$ cat config.mk
export PLATFORM = sky130hd
export DESIGN_NAME = x_hazard_unit
export DESIGN_NICKNAME = d
export VERILOG_FILES = /design/src/rtl/x_hazard_unit.sv
export SDC_FILE = /design/constraint.sdc
export NUM_CORES = 1
export LEC_CHECK = 0
export BUFFER_PORTS_ARGS = -buffer_cell sky130_fd_sc_hd__buf_2
export CAP_MARGIN = 20
export CORE_UTILIZATION = 39
export CTS_CLUSTER_DIAMETER = 60
export DETAILED_ROUTE_END_ITERATION = 6
export GPL_TIMING_DRIVEN = 0
export HOLD_SLACK_MARGIN = 0.02
export PLACE_DENSITY = 0.73
export SLEW_MARGIN = 30
export SYNTH_ARGS = -nofsm -noshare
export SYNTH_HDL_FRONTEND = slang
export SYNTH_SLANG_ARGS = --single-unit
$ cat constraint.sdc
create_clock -name clk -period 3.6 [get_ports clk]
set_input_delay 0.18 -clock clk [delete_from_list [all_inputs] [get_ports clk]]
set_output_delay 0.18 -clock clk [all_outputs]
set_load 0.05 [all_outputs]
$ cat src/rtl/x_hazard_unit.sv
// Purpose : X-stage hazard/forwarding controller with a NUM_FWD-deep write history, load-use stall and multi-cycle redirect flush.
// Latency : all outputs combinational from registered history/flush counter and current inputs; no added X-path latency.
// Backpr. : stall holds F/D/X while a needed load result is outstanding; flush kills F/D and X for FLUSH_CYCLES after a redirect.
//
// Ports:
//   clk, reset_n                 clock, asynchronous active-low reset
//   x_valid, x_inst, x_result    instruction occupying X and its non-load result
//   redirect                     X instruction is a taken branch / JAL / JALR
//   ld_resp_valid, ld_resp_data  load data returning this cycle
//   fwd_a_sel/fwd_b_sel          0 = register file, k = history entry k-1
//   fwd_a_data/fwd_b_data        forwarded operand value (0 when sel = 0)
//   stall, flush                 pipeline hold / kill
//   perf_stall_cnt/perf_flush_cnt  present only when X_HAZARD_PERF_EN is defined
//
// Optional feature macro: X_HAZARD_PERF_EN (stall and accepted-redirect counters).
// Legal parameter ranges: NUM_FWD 2..8, FLUSH_CYCLES 1..4; SEL_W is derived.

module x_hazard_unit #(
    parameter int XLEN         = 32,
    parameter int NUM_FWD      = 2,
    parameter int FLUSH_CYCLES = 2,
    parameter int SEL_W        = $clog2(NUM_FWD + 1)
) (
    input  logic             clk,
    input  logic             reset_n,
    input  logic             x_valid,
    input  logic [31:0]      x_inst,
    input  logic [XLEN-1:0]  x_result,
    input  logic             redirect,
    input  logic             ld_resp_valid,
    input  logic [XLEN-1:0]  ld_resp_data,
    output logic [SEL_W-1:0] fwd_a_sel,
    output logic [SEL_W-1:0] fwd_b_sel,
    output logic [XLEN-1:0]  fwd_a_data,
    output logic [XLEN-1:0]  fwd_b_data,
    output logic             stall,
    output logic             flush
`ifdef X_HAZARD_PERF_EN
    ,
    output logic [31:0]      perf_stall_cnt,
    output logic [31:0]      perf_flush_cnt
`endif
);

    // ------------------------------------------------------------------
    // Local types and constants
    // ------------------------------------------------------------------
    localparam int IDX_W = $clog2(NUM_FWD);
    localparam int CNT_W = (FLUSH_CYCLES > 1) ? $clog2(FLUSH_CYCLES) : 1;

    localparam logic [6:0] OPC_R      = 7'b0110011;
    localparam logic [6:0] OPC_IMM    = 7'b0010011;
    localparam logic [6:0] OPC_LOAD   = 7'b0000011;
    localparam logic [6:0] OPC_STORE  = 7'b0100011;
    localparam logic [6:0] OPC_BRANCH = 7'b1100011;
    localparam logic [6:0] OPC_JALR   = 7'b1100111;
    localparam logic [6:0] OPC_JAL    = 7'b1101111;
    localparam logic [6:0] OPC_LUI    = 7'b0110111;
    localparam logic [6:0] OPC_AUIPC  = 7'b0010111;
    localparam logic [6:0] OPC_SYSTEM = 7'b1110011;
    localparam logic [2:0] F3_CSRRW   = 3'b001;

    typedef struct packed {
        logic            vld;
        logic            pend;
        logic [4:0]      rd;
        logic [XLEN-1:0] data;
    } hist_t;

    // ------------------------------------------------------------------
    // State
    // ------------------------------------------------------------------
    hist_t            hist     [NUM_FWD];
    hist_t            hist_nxt [NUM_FWD];
    logic [CNT_W-1:0] flush_cnt;
    logic             flush_cnt_active;

    // ------------------------------------------------------------------
    // Decode of the instruction in X
    // ------------------------------------------------------------------
    logic [6:0] opc;
    logic [2:0] funct3;
    logic [4:0] rs1_raw;
    logic [4:0] rs2_raw;
    logic [4:0] rd_raw;
    logic       uses_rs1;
    logic       uses_rs2;
    logic       writes_rd;
    logic       is_load;
    logic [4:0] rs1_eff;
    logic [4:0] rs2_eff;

    // funct7 / upper immediate bits play no part in hazard detection
    logic unused_inst_hi;
    assign unused_inst_hi = &{1'b0, x_inst[31:25]};

    always_comb begin
        opc     = x_inst[6:0];
        funct3  = x_inst[14:12];
        rs1_raw = x_inst[19:15];
        rs2_raw = x_inst[24:20];
        rd_raw  = x_inst[11:7];

        uses_rs1 = (opc == OPC_R)     || (opc == OPC_IMM)    || (opc == OPC_LOAD) ||
                   (opc == OPC_STORE) || (opc == OPC_BRANCH) || (opc == OPC_JALR) ||
                   ((opc == OPC_SYSTEM) && (funct3 == F3_CSRRW));
        uses_rs2 = (opc == OPC_R) || (opc == OPC_STORE) || (opc == OPC_BRANCH);
        writes_rd = (opc == OPC_R)    || (opc == OPC_IMM)  || (opc == OPC_LOAD) ||
                    (opc == OPC_JAL)  || (opc == OPC_JALR) || (opc == OPC_LUI)  ||
                    (opc == OPC_AUIPC);
        is_load  = (opc == OPC_LOAD);

        // An unused source collapses to x0, which never matches a history entry.
        rs1_eff = uses_rs1 ? rs1_raw : 5'd0;
        rs2_eff = uses_rs2 ? rs2_raw : 5'd0;
    end

    // ------------------------------------------------------------------
    // Load response target: the oldest pending entry in the current history
    // ------------------------------------------------------------------
    logic             any_pend;
    logic             resp_hit;
    logic [IDX_W-1:0] resp_idx;

    always_comb begin
        any_pend = 1'b0;
        resp_idx = '0;
        // Ascending scan: the last pending entry seen is the oldest.
        for (int i = 0; i < NUM_FWD; i++) begin
            if (hist[i].pend) begin
                any_pend = 1'b1;
                resp_idx = IDX_W'(i);
            end
        end
        resp_hit = ld_resp_valid && any_pend;
    end

    // ------------------------------------------------------------------
    // Forwarding lookup (youngest matching entry wins)
    // ------------------------------------------------------------------
    logic             a_hit, b_hit;
    logic [IDX_W-1:0] a_idx, b_idx;
    logic [XLEN-1:0]  a_dat, b_dat;
    logic             a_blk, b_blk;

    always_comb begin
        a_hit = 1'b0;
        a_idx = '0;
        a_dat = '0;
        a_blk = 1'b0;
        b_hit = 1'b0;
        b_idx = '0;
        b_dat = '0;
        b_blk = 1'b0;
        // Descending scan so younger matches overwrite older ones.
        for (int i = NUM_FWD - 1; i >= 0; i--) begin
            if (hist[i].vld && (rs1_eff != 5'd0) && (hist[i].rd == rs1_eff)) begin
                a_hit = 1'b1;
                a_idx = IDX_W'(i);
                if (hist[i].pend && resp_hit && (resp_idx == IDX_W'(i))) begin
                    // Load data arrives just in time: bypass it straight through.
                    a_dat = ld_resp_data;
                    a_blk = 1'b0;
                end else begin
                    a_dat = hist[i].data;
                    a_blk = hist[i].pend;
                end
            end
            if (hist[i].vld && (rs2_eff != 5'd0) && (hist[i].rd == rs2_eff)) begin
                b_hit = 1'b1;
                b_idx = IDX_W'(i);
                if (hist[i].pend && resp_hit && (resp_idx == IDX_W'(i))) begin
                    b_dat = ld_resp_data;
                    b_blk = 1'b0;
                end else begin
                    b_dat = hist[i].data;
                    b_blk = hist[i].pend;
                end
            end
        end
    end

    // ------------------------------------------------------------------
    // Outputs
    // ------------------------------------------------------------------
    logic live;
    logic redirect_acc;

    assign flush_cnt_active = (flush_cnt != '0);

    always_comb begin
        fwd_a_sel  = '0;
        fwd_b_sel  = '0;
        fwd_a_data = '0;
        fwd_b_data = '0;
        if (x_valid && a_hit) begin
            fwd_a_sel  = SEL_W'(a_idx) + SEL_W'(1);
            fwd_a_data = a_dat;
        end
        if (x_valid && b_hit) begin
            fwd_b_sel  = SEL_W'(b_idx) + SEL_W'(1);
            fwd_b_data = b_dat;
        end
    end

    // Stall does not depend on live, so there is no combinational loop via flush.
    assign stall        = x_valid && !flush_cnt_active &&
                          ((a_hit && a_blk) || (b_hit && b_blk));
    assign live         = x_valid && !flush_cnt_active && !stall;
    assign redirect_acc = redirect && live;
    assign flush        = redirect_acc || flush_cnt_active;

    // ------------------------------------------------------------------
    // Next history: shift by one, insert the X write (or a bubble) at 0,
    // then land any load response on the slot its entry shifts into.
    // ------------------------------------------------------------------
    always_comb begin
        hist_nxt[0] = '0;
        if (live && writes_rd && (rd_raw != 5'd0)) begin
            hist_nxt[0].vld  = 1'b1;
            hist_nxt[0].pend = is_load;
            hist_nxt[0].rd   = rd_raw;
            hist_nxt[0].data = is_load ? '0 : x_result;
        end
        for (int i = 1; i < NUM_FWD; i++) begin
            hist_nxt[i] = hist[i-1];
            if (resp_hit && (resp_idx == IDX_W'(i - 1))) begin
                hist_nxt[i].pend = 1'b0;
                hist_nxt[i].data = ld_resp_data;
            end
        end
        // A response for the oldest slot is consumed (and may have been
        // forwarded this cycle) but the entry itself falls off the end.
    end

    // ------------------------------------------------------------------
    // Registers
    // ------------------------------------------------------------------
    always_ff @(posedge clk or negedge reset_n) begin
        if (!reset_n) begin
            for (int i = 0; i < NUM_FWD; i++) begin
                hist[i] <= '0;
            end
            flush_cnt <= '0;
        end else begin
            for (int i = 0; i < NUM_FWD; i++) begin
                hist[i] <= hist_nxt[i];
            end
            if (redirect_acc) begin
                flush_cnt <= CNT_W'(FLUSH_CYCLES - 1);
            end else if (flush_cnt_active) begin
                flush_cnt <= flush_cnt - CNT_W'(1);
            end
        end
    end

`ifdef X_HAZARD_PERF_EN
    always_ff @(posedge clk or negedge reset_n) begin
        if (!reset_n) begin
            perf_stall_cnt <= '0;
            perf_flush_cnt <= '0;
        end else begin
            if (stall) begin
                perf_stall_cnt <= perf_stall_cnt + 32'd1;
            end
            if (redirect_acc) begin
                perf_flush_cnt <= perf_flush_cnt + 32'd1;
            end
        end
    end
`endif

endmodule

==> impl_summary.md <==
Timing
The number of max-slew violations in the final report is 0. The setup clock skew after layout is 7.51 ps. The slew at the pin closest to its max-slew limit is 887 ps. Setup violations remaining at the end of the flow were counted as 0. Setup repair after global routing left no endpoint under its margin. Static timing analysis puts the maximum clock frequency at slightly below 300 MHz. The worst-case headroom to the max-slew limit is 40.9%. The count of endpoints failing hold in the final timing report is 0.

The clock period minus worst slack is 3360 ps. In the final timing run, aggregate negative setup slack is 0 ps. The post-route clock period utilization is 93.3%.

Power and ir drop
The clock network accounts for 47.9% of the total power. The net switching power of the design is between 0.4 and 0.5 mW. The relative contribution of combinational cells to total power is 7.3%. IR analysis of the VDD net gives a maximum drop of between 150 and 200 uV.

The internal power summed over all cells is 1.56 mW. The relative contribution of sequential cells to total power is approximately 45%. Total power for the finished layout comes to 2.00 mW. In this run the static leakage power is 3.52 nW. Net switching is 22.1% of the power. In this run the power density over the cells is 340 nW/um^2.

CTS
In this run the post-CTS setup repair buffer count came out at 0. The number of CTS-inserted buffers is 9. The later pin in the worst-skew pair is clocked with a latency of between 300 and 400 ps. Once the clock tree was built, the resizer swapped 0 gates to a different size. The clock slew at the register clock pins of the worst setup and hold paths is 60 ps. The level count of the clock H-tree is 3. TritonCTS built the clock tree.

The maximum number of buffers from clock root to sink is 2. Clock tree synthesis found a total of between 70 and 80 sinks. The clock root buffer is clkbuf_16.

Logic synthesis
The number of register bits inferred by synthesis is 79. The sequential share of the synthesized area is 43.5%. The number of synthesized flops with an enable pin is 0. In the synthesized netlist the dominant register cell turns out to be dfrtp_1. The combinational family with the most area after synthesis is simple AND/OR/NAND/NOR gates. Yosys printed 0 warnings. The commonest cells after synthesis are 79 x dfrtp_1, 64 x mux2i_1, 57 x nor2_1. The library cell occupying the most area in the post-synthesis netlist is dfrtp_1. In this run the mean area of a mapped cell was between 10 and 15 um^2.

The share of synthesized cell area in and, or, nand and nor gates is 17.4%. Of the total synthesized cell area, the portion taken by full adders, half adders and majority gates is 0%. For this run, asynchronously set or reset flops after synthesis account for 100%. The synthesized netlist cell count is 445. The most frequently used cell type in the post-synthesis netlist is dfrtp_1. After synthesis, the netlist uses 45 different library cells. Summing the areas of all xor and xnor instances in the mapped netlist gives 3.66% of the synthesized area. The mapped netlist covers 4540 um^2. The fraction of the mapped netlist area in compound gates is 14.7%. The fraction of post-synthesis cell area in the top cell type by area is between 40 and 50%. The number of nets handed over by synthesis was 546. The share of cell area taken by muxes after synthesis is 14.1%. In the post-synthesis netlist, the biggest area contributors are dfrtp_1 44%, mux2i_1 14%, o22a_1 9.1%.

Global route
In the global route stage, overall resource usage came out at about 24%. The total overflow reported by the global router is 0. The via count of the first global-routing pass is ~4400. The largest net degree at the start of global routing is 41.

The number of antenna violations at the first check in global routing is 1. The first global-routing pass estimated around 22000 um of wire.

Final layout
After the last flow step, the layout net total stands at 722. Of the cells placed in the final design, the portion with a size suffix greater than 1 is 32.2%. The design area is 5890 um^2. The repair_antennas step left the layout with diodes totalling 0. The fill cell instance count of the final layout is 1058. The post-synthesis to final-layout area growth is 29.7%.

Detailed routing
In this run the remaining antenna-violating nets after routing total 0. For this block, the via count after detailed routing is 4237. The total DRC errors in the routed layout is 0.

Wires add up to approximately 14000 um. Dividing the detail-routed wire length by the instance count gives around 19 um. The detailed router finished its first iteration with around 220 violations. The first-pass detailed-route iteration total is 4. Using the TritonRoute via totals, the vias-per-cell ratio works out to 5.52.

Floorplanning
The vertical extent of the die is about 110 um. During I/O placement, the number of pins put on the boundary was around 170. The initial utilization of the core area, before any placement, comes to 39.9%. The total die area is ~12000 um^2. After floorplanning, the core was divided into 39 placement rows.

The die is around 110 um wide. The region available for standard cell placement spans around 11000 um^2.

Worst setup path
For this design, the slowest cell found on the critical path is clkbuf_1. The critical path arrival is 3180 ps. For this run, the slowest stage of the critical path takes 550 ps. The critical path buffer and inverter count is 3. The critical path startpoint category is a flop. By instance count, the cell type seen most on the critical path is clkbuf_1. For the worst flop-to-flop path, the logic depth is 7. The worst-path maximum fanout is 10. Broken down by cell family, the worst path's largest delay share belongs to buffers and inverters. At the worst endpoint, the required time is 3420 ps.

The worst setup path is of the flop to primary output kind. The critical path crosses 9 cells after its start point. Walking the worst path, the cells encountered are xor2_1, nor4_1, and3_1, or4_1, clkbuf_1, clkbuf_1, o22a_1, nor2_1, buf_2.

The worst setup path is captured at a primary output.

Hold path
The path class of the tightest hold or removal check is primary input to flop. The cell depth of the worst min-delay path is 2.

Place
At the end of routability-driven placement, the weighted congestion stood at approximately 0.85. The placed wire-length estimate is 10700 um. The count of port buffers added during placement is roughly 160. The area after detailed placement is 5570 um^2.

Status
The flow ran to the end, and the final reports show no timing, DRC or antenna violations.

Flow run
Across the run, the number of max-cap violations was 0.
logic make-up (layout without fill, tap and decap cells):
family	after synthesis	after routing
AND/OR/NAND/NOR	134	134
AO/OA/AOI/OAI	76	76
flip-flops	79	79
multiplexers	64	64
XOR/XNOR	19	19
buffers and inverters	73	253
power by group through the flow:
stage               registers, mW  clock network, mW  logic, mW
finish                      0.899              0.959      0.145
global placement            0.915                  0      0.135
detailed placement          0.915                  0      0.144
global route                0.899               1.01      0.158
CTS                         0.899              0.976      0.145
floorplan                   0.914                  0     0.0427
per-layer routing:
layer / part of all wire (%) / global-route usage (%)
met3: 7.1 / 4.51
met5: 0.084 / 0
met2: 49 / 42.5
met4: 1.5 / 7.90
met1: 42 / 29.8
worst register-to-register path, delay by kind of cell (launching register included):
| kind | cells | cell delay [ps] |
|---|---|---|
| DFF | 1 | 420 |
| xor gates and xnor gates | 1 | 180 |
| AOI/OAI and AO/OA | 1 | 400 |
| buffers and inverters | 1 | 290 |
| and+or+nand+nor | 4 | 1060 |
state kept, by name, summed over array words and instances, names as in the netlist:
signal,count
hist,78
flush_cnt,1
cell type report:
cell class,count,area (um^2),share of cell area (%)
Tap cell,143,179,3.04
Clock buffer,10,229,3.89
Timing Repair Buffer,165,852,14.5
Buffer,37,166,2.82
Sequential cell,79,1980,33.6
Inverter,36,135,2.29
Multi-Input combinational cell,293,2270,38.5
Clock inverter,5,83.8,1.42
layout by cell type, fill, tap and decap left out, types with 8 or more instances in the layout:
cell type,count
buf_2,169
dfrtp_1,79
mux2i_1,64
nor2_1,57
o22a_1,47
inv_1,36
and4_1,33
clkbuf_1,25
xor2_1,10
xnor2_1,9
o22ai_2,9
clkbuf_16,9
and3_1,8
o22ai_1,8
per-stage QoR:
stage	util, %	worst slack, ps	hold WS [ps]	instances
floorplan	-	788	-116	445
global placement	48.7	704	424	751
detailed placement	49.0	612	115	752
CTS	51.8	253	81.1	768
global route	51.8	98.8	88.2	768
finish	51.8	241	89.1	768
path summary, 6_finish.rpt:
check | startpoint | end | slack (ps)
setup / recovery | hist[74] | fwd_b_data[15] | 240
hold / removal | x_inst[8] | hist[72] | 90
setup reg to reg | hist[74] | hist[69] | 1170
hold reg to reg | hist[72] | hist[33] | 450
max in group asynchronous | reset_n | hist[39] | 2730
min in group asynchronous | reset_n | hist[24] | 320
timing repair:
item                                   4_1_cts  5_1_grt
endpoints found under the hold margin       39        0
hold buffers                                 1        0
setup endpoints to repair                    0        0
Note: power is estimated with default switching activity, not from simulation.
